### config.mk
export PLATFORM = sky130hd
export DESIGN_NAME = input_conditioner
export DESIGN_NICKNAME = d
export VERILOG_FILES = /design/src/rtl/input_conditioner.sv
export SDC_FILE = /design/constraint.sdc
export NUM_CORES = 1
export LEC_CHECK = 0
export ABC_AREA = 1
export ABC_CLOCK_PERIOD_IN_PS = 1490
export BUFFER_PORTS_ARGS = -buffer_cell sky130_fd_sc_hd__buf_2
export CORE_MARGIN = 5
export CORE_UTILIZATION = 53
export DETAILED_ROUTE_END_ITERATION = 8
export GPL_TIMING_DRIVEN = 0
export HOLD_SLACK_MARGIN = 0.05
export PLACE_DENSITY = 0.81
export SKIP_LAST_GASP = 1
export SYNTH_ARGS = -nofsm -noshare
export SYNTH_HDL_FRONTEND = slang
export SYNTH_SLANG_ARGS = --single-unit
### constraint.sdc
create_clock -name clk -period 1.49 [get_ports clk]
set_input_delay 0.149 -clock clk [delete_from_list [all_inputs] [get_ports clk]]
set_output_delay 0.149 -clock clk [all_outputs]
set_load 0.03 [all_outputs]
### src/rtl/input_conditioner.sv
// rtl/input_conditioner.sv - synchronize and debounce board buttons/switches into clean counter controls
module input_conditioner #(
  parameter int DEBOUNCE_CYCLES = 1_000_000,
  parameter int CNT_W           = 20
) (
  input  logic       clk,
  input  logic       reset,
  input  logic       btn_set_raw,
  input  logic       btn_rst_raw,
  input  logic [3:0] sw_raw,
  output logic       set_pulse,
  output logic       reset_pulse,
  output logic [3:0] init_val,
  output logic [1:0] btn_level
);

  localparam logic [CNT_W-1:0] CNT_MAX = CNT_W'(DEBOUNCE_CYCLES - 1);

  typedef enum logic [1:0] {IDLE, ARMING, PRESSED, RELEASING} btn_state_t;

  // Two-flop synchronizer, packed as {sw[3:0], rst, set}
  logic [5:0] sync1, sync2;

  always_ff @(posedge clk) begin
    if (reset) begin
      sync1 <= '0;
      sync2 <= '0;
    end else begin
      sync1 <= {sw_raw, btn_rst_raw, btn_set_raw};
      sync2 <= sync1;
    end
  end

  btn_state_t       state_q [2];
  btn_state_t       state_d [2];
  logic [CNT_W-1:0] bcnt_q  [2];
  logic [CNT_W-1:0] bcnt_d  [2];
  logic [1:0]       pulse_q, pulse_d;

  always_ff @(posedge clk) begin
    if (reset) begin
      for (int i = 0; i < 2; i++) begin
        state_q[i] <= IDLE;
        bcnt_q[i]  <= '0;
      end
      pulse_q <= '0;
    end else begin
      for (int i = 0; i < 2; i++) begin
        state_q[i] <= state_d[i];
        bcnt_q[i]  <= bcnt_d[i];
      end
      pulse_q <= pulse_d;
    end
  end

  always_comb begin
    pulse_d = '0;
    for (int i = 0; i < 2; i++) begin
      state_d[i] = state_q[i];
      bcnt_d[i]  = bcnt_q[i];
      case (state_q[i])
        IDLE: begin
          if (sync2[i]) begin
            state_d[i] = ARMING;
            bcnt_d[i]  = '0;
          end
        end
        ARMING: begin
          if (!sync2[i]) begin
            state_d[i] = IDLE;
          end else if (bcnt_q[i] == CNT_MAX) begin
            state_d[i] = PRESSED;
            pulse_d[i] = 1'b1;
          end else begin
            bcnt_d[i] = bcnt_q[i] + 1'b1;
          end
        end
        PRESSED: begin
          if (!sync2[i]) begin
            state_d[i] = RELEASING;
            bcnt_d[i]  = '0;
          end
        end
        RELEASING: begin
          // A bounce back high during release is treated as still held.
          if (sync2[i]) begin
            state_d[i] = PRESSED;
          end else if (bcnt_q[i] == CNT_MAX) begin
            state_d[i] = IDLE;
          end else begin
            bcnt_d[i] = bcnt_q[i] + 1'b1;
          end
        end
        default: state_d[i] = IDLE;
      endcase
    end
  end

  assign set_pulse   = pulse_q[0];
  assign reset_pulse = pulse_q[1];
  assign btn_level   = {(state_q[1] == PRESSED) || (state_q[1] == RELEASING),
                        (state_q[0] == PRESSED) || (state_q[0] == RELEASING)};

  // Whole switch vector shares one qualifier so init_val only moves atomically.
  logic [3:0]       cand_q, init_q;
  logic [CNT_W-1:0] scnt_q;

  always_ff @(posedge clk) begin
    if (reset) begin
      cand_q <= '0;
      init_q <= '0;
      scnt_q <= '0;
    end else if (sync2[5:2] != cand_q) begin
      cand_q <= sync2[5:2];
      scnt_q <= '0;
    end else if (scnt_q != CNT_MAX) begin
      scnt_q <= scnt_q + 1'b1;
    end else begin
      init_q <= cand_q;
    end
  end

  assign init_val = init_q;

endmodule
==> metrics <==
outcome finished, violations left; failing checks setup timing; total I/O pin count 16; Core ar. 0.00859 mm^2; IO Port Bufs 15; FILL cells 630; Critical Path Source Type register; CTS tree built; Max-slew headroom 0.545; DR iter-0 viols 442; initial antenna violation count 0; CP Capture Type register; Data arrival, critical path 1.87 ns; Reg clk slew, reported paths 0.10 ns; Ys Warns 0; Layout Nets 777; Synth area leader dfxtp_1; die height 103 um; synth-to-layout area growth 28.2%; post-route ant nets 0; full die area 0.0106 mm^2; synthesized area per cell 6.60 um^2; drt total wl 13300 um; Clock Power Share 0.386; leakage power 0.00226 uW; Synth Cell Area 0.00459 mm^2; DIE WIDTH 103 um; Hold Violations, Final 0; DR WL/cell 15.1 um; CTS sink count 86; Max H-tree Level 3; diode count 0; Netlist cell types 33; worst hold-check slack 0.155 ns; total track usage 0.208; internal power 3080 uW; #FFs+latches synth 86; Seq pwr share 0.549; pwr/cell area 722 mW/mm^2; Worst Setup Slack, final -0.114 ns; number of global-route vias before repair 4145; commonest cells in the netlist nand2_1 (150), nor2_1 (137), inv_1 (96); hold crit path type input port to register; Switching Power 1170 uW; Setup violations, final 30; number of synthesized flops with an enable pin 0; final worst path period share 1.08; pin count of the biggest net entering global routing 19; Gate power share 0.065; Initial Util 0.534; share of cells above drive strength 1 0.274; sw frac 0.275; setup TNS -1.30 ns; Post-Syn Instances 695; Root Buffer clkbuf_8; routed via count 4934; Inst Count DP 818; Max Freq 624 MHz; Peak VDD IR 0.000610 V; first-pass GRT wire length 18000 um; DP HPWL 7210 um; path type of the worst setup path register to register; most frequent cell after synthesis nand2_1; fin crit period 1.60 ns; CTS Buf Count 9; TritonRoute pass-1 iters 6; max_cap viols 0; Tot Pwr 4250 uW; Synth Flop Type dfxtp_1; drt drc 0; worst-skew pair later-pin latency 0.36 ns; Vias/cell 5.61; FFs w/ async S/R, synth 0; non-filler instance count after layout 879; Seq/Total Area, Yosys 0.375; unrepaired setup endpoints after global routing yes; post-synth net total 706; Longest Clk Path Bufs 2; top cells by area, synth dfxtp_1 (38%), nand2_1 (12%), nor2_1 (11%); Placer Congestion 0.965; gr ovfl total 0; post-synth top area share 0.375; WP data required 1.76 ns; Worst-Margin Slew 0.682 ns; clk_skew 0.0141 ns; Max FO, Critical Path 6; Final Slew Violations 0; Rows 34
[state kept, by name, summed over array words and instances, names as in the netlist, named ones only]
name / flops
init_val: 4
bcnt_q: 40
sync2: 6
state_q: 2
cand_q: 4
pulse_q: 2
scnt_q: 20
sync1: 6
[critical path: stages, from the launching register on]
cell and delay, ns:
dfxtp_1 0.42, nand4_1 0.25, nor2_4 0.19, nand3_4 0.16, nand2_4 0.16, buf_12 0.13
nand2_2 0.05, a21oi_1 0.14
[per-layer routing]
layer,up-vias,global-route usage,part of all wire
li1,2331,-,-
met3,82,0.0291,0.075
met1,2268,0.265,0.39
met2,253,0.355,0.49
met5,-,0,0
met4,0,0.0807,0.042
[power by group through the flow]
stage                     sequential (uW)  clock [uW]  combinational, uW
final                                2330        1640                277
after global routing                 2340        1760                299
after CTS                            2350        1660                220
after detailed placement             2390           0                185
after global placement               2390           0                180
after floorplan                      2390           0                131
[what timing repair did]
item | CTS | global route
pin swaps | 8 | 37
setup endpoints to repair | 63 | 61
gates resized for setup | 41 | 102
buffers inserted | 10 | 24
hold endpoints to repair | 6 | 0
hold buffers | 6 | 0
cloned | 1 | 4
[cell usage in the layout, fill, tap and decap left out, drive strengths merged, types with 3 or more instances in the layout]
| cell type | n |
|---|---|
| nand2 | 163 |
| nor2 | 147 |
| inv | 102 |
| dfxtp | 86 |
| nand3 | 63 |
| buf | 58 |
| a21oi | 37 |
| nand4 | 23 |
| clkbuf | 21 |
| nor3 | 17 |
| o21ai | 16 |
| xor2 | 11 |
| dlygate4sd3 | 6 |
| xnor2 | 4 |
| or2 | 3 |
| ha | 3 |
| nor3b | 3 |
[worst paths after layout]
path / slack, ns / from / cells past startpoint / end
min reg2reg: 0.41 / sync1[1] / 2 / sync2[1]
max: -0.11 / bcnt_q[0][18] / 7 / bcnt_q[0][7]
min: 0.16 / reset / 4 / bcnt_q[0][1]
max reg2reg: -0.11 / bcnt_q[0][18] / 7 / bcnt_q[0][7]
[cells by family (layout without fill, tap and decap cells)]
| family | count (synthesis) | count (layout) | share of synthesized area |
|---|---|---|---|
| simple gates | 420 | 421 | 0.413 |
| buf+inv | 114 | 189 | 0.105 |
| flops | 86 | 86 | 0.375 |
| compound gates | 57 | 57 | 0.0665 |
| xor+xnor | 15 | 15 | 0.0319 |
| fa+ha+maj | 3 | 3 | 0.00818 |
[per-stage QoR]
| step | utilization | setup slack [ns] | area, um^2 |
|---|---|---|---|
| 2_1_floorplan | - | 0.000628 | 4600 |
| 3_3_place_gp | 0.560 | -0.220 | 4810 |
| 4_1_cts | 0.618 | 0.000418 | 5310 |
| 5_1_grt | 0.685 | -0.180 | 5880 |
| 6_report | 0.685 | -0.114 | 5880 |
| 3_5_place_dp | 0.560 | -0.292 | 4810 |
[layout make-up]
class | instances | area, um^2 | area share
Multi-Input combinational cell | 496 | 2760 | 0.469
Clock inverter | 7 | 68.8 | 0.0117
Clock buffer | 9 | 124 | 0.0211
Sequential cell | 86 | 1790 | 0.305
Tap cell | 108 | 135 | 0.0230
Buffer | 17 | 130 | 0.0221
Inverter | 97 | 377 | 0.0640
Timing Repair Buffer | 59 | 498 | 0.0846
No activity file was read; power rests on OpenSTA's default activity.
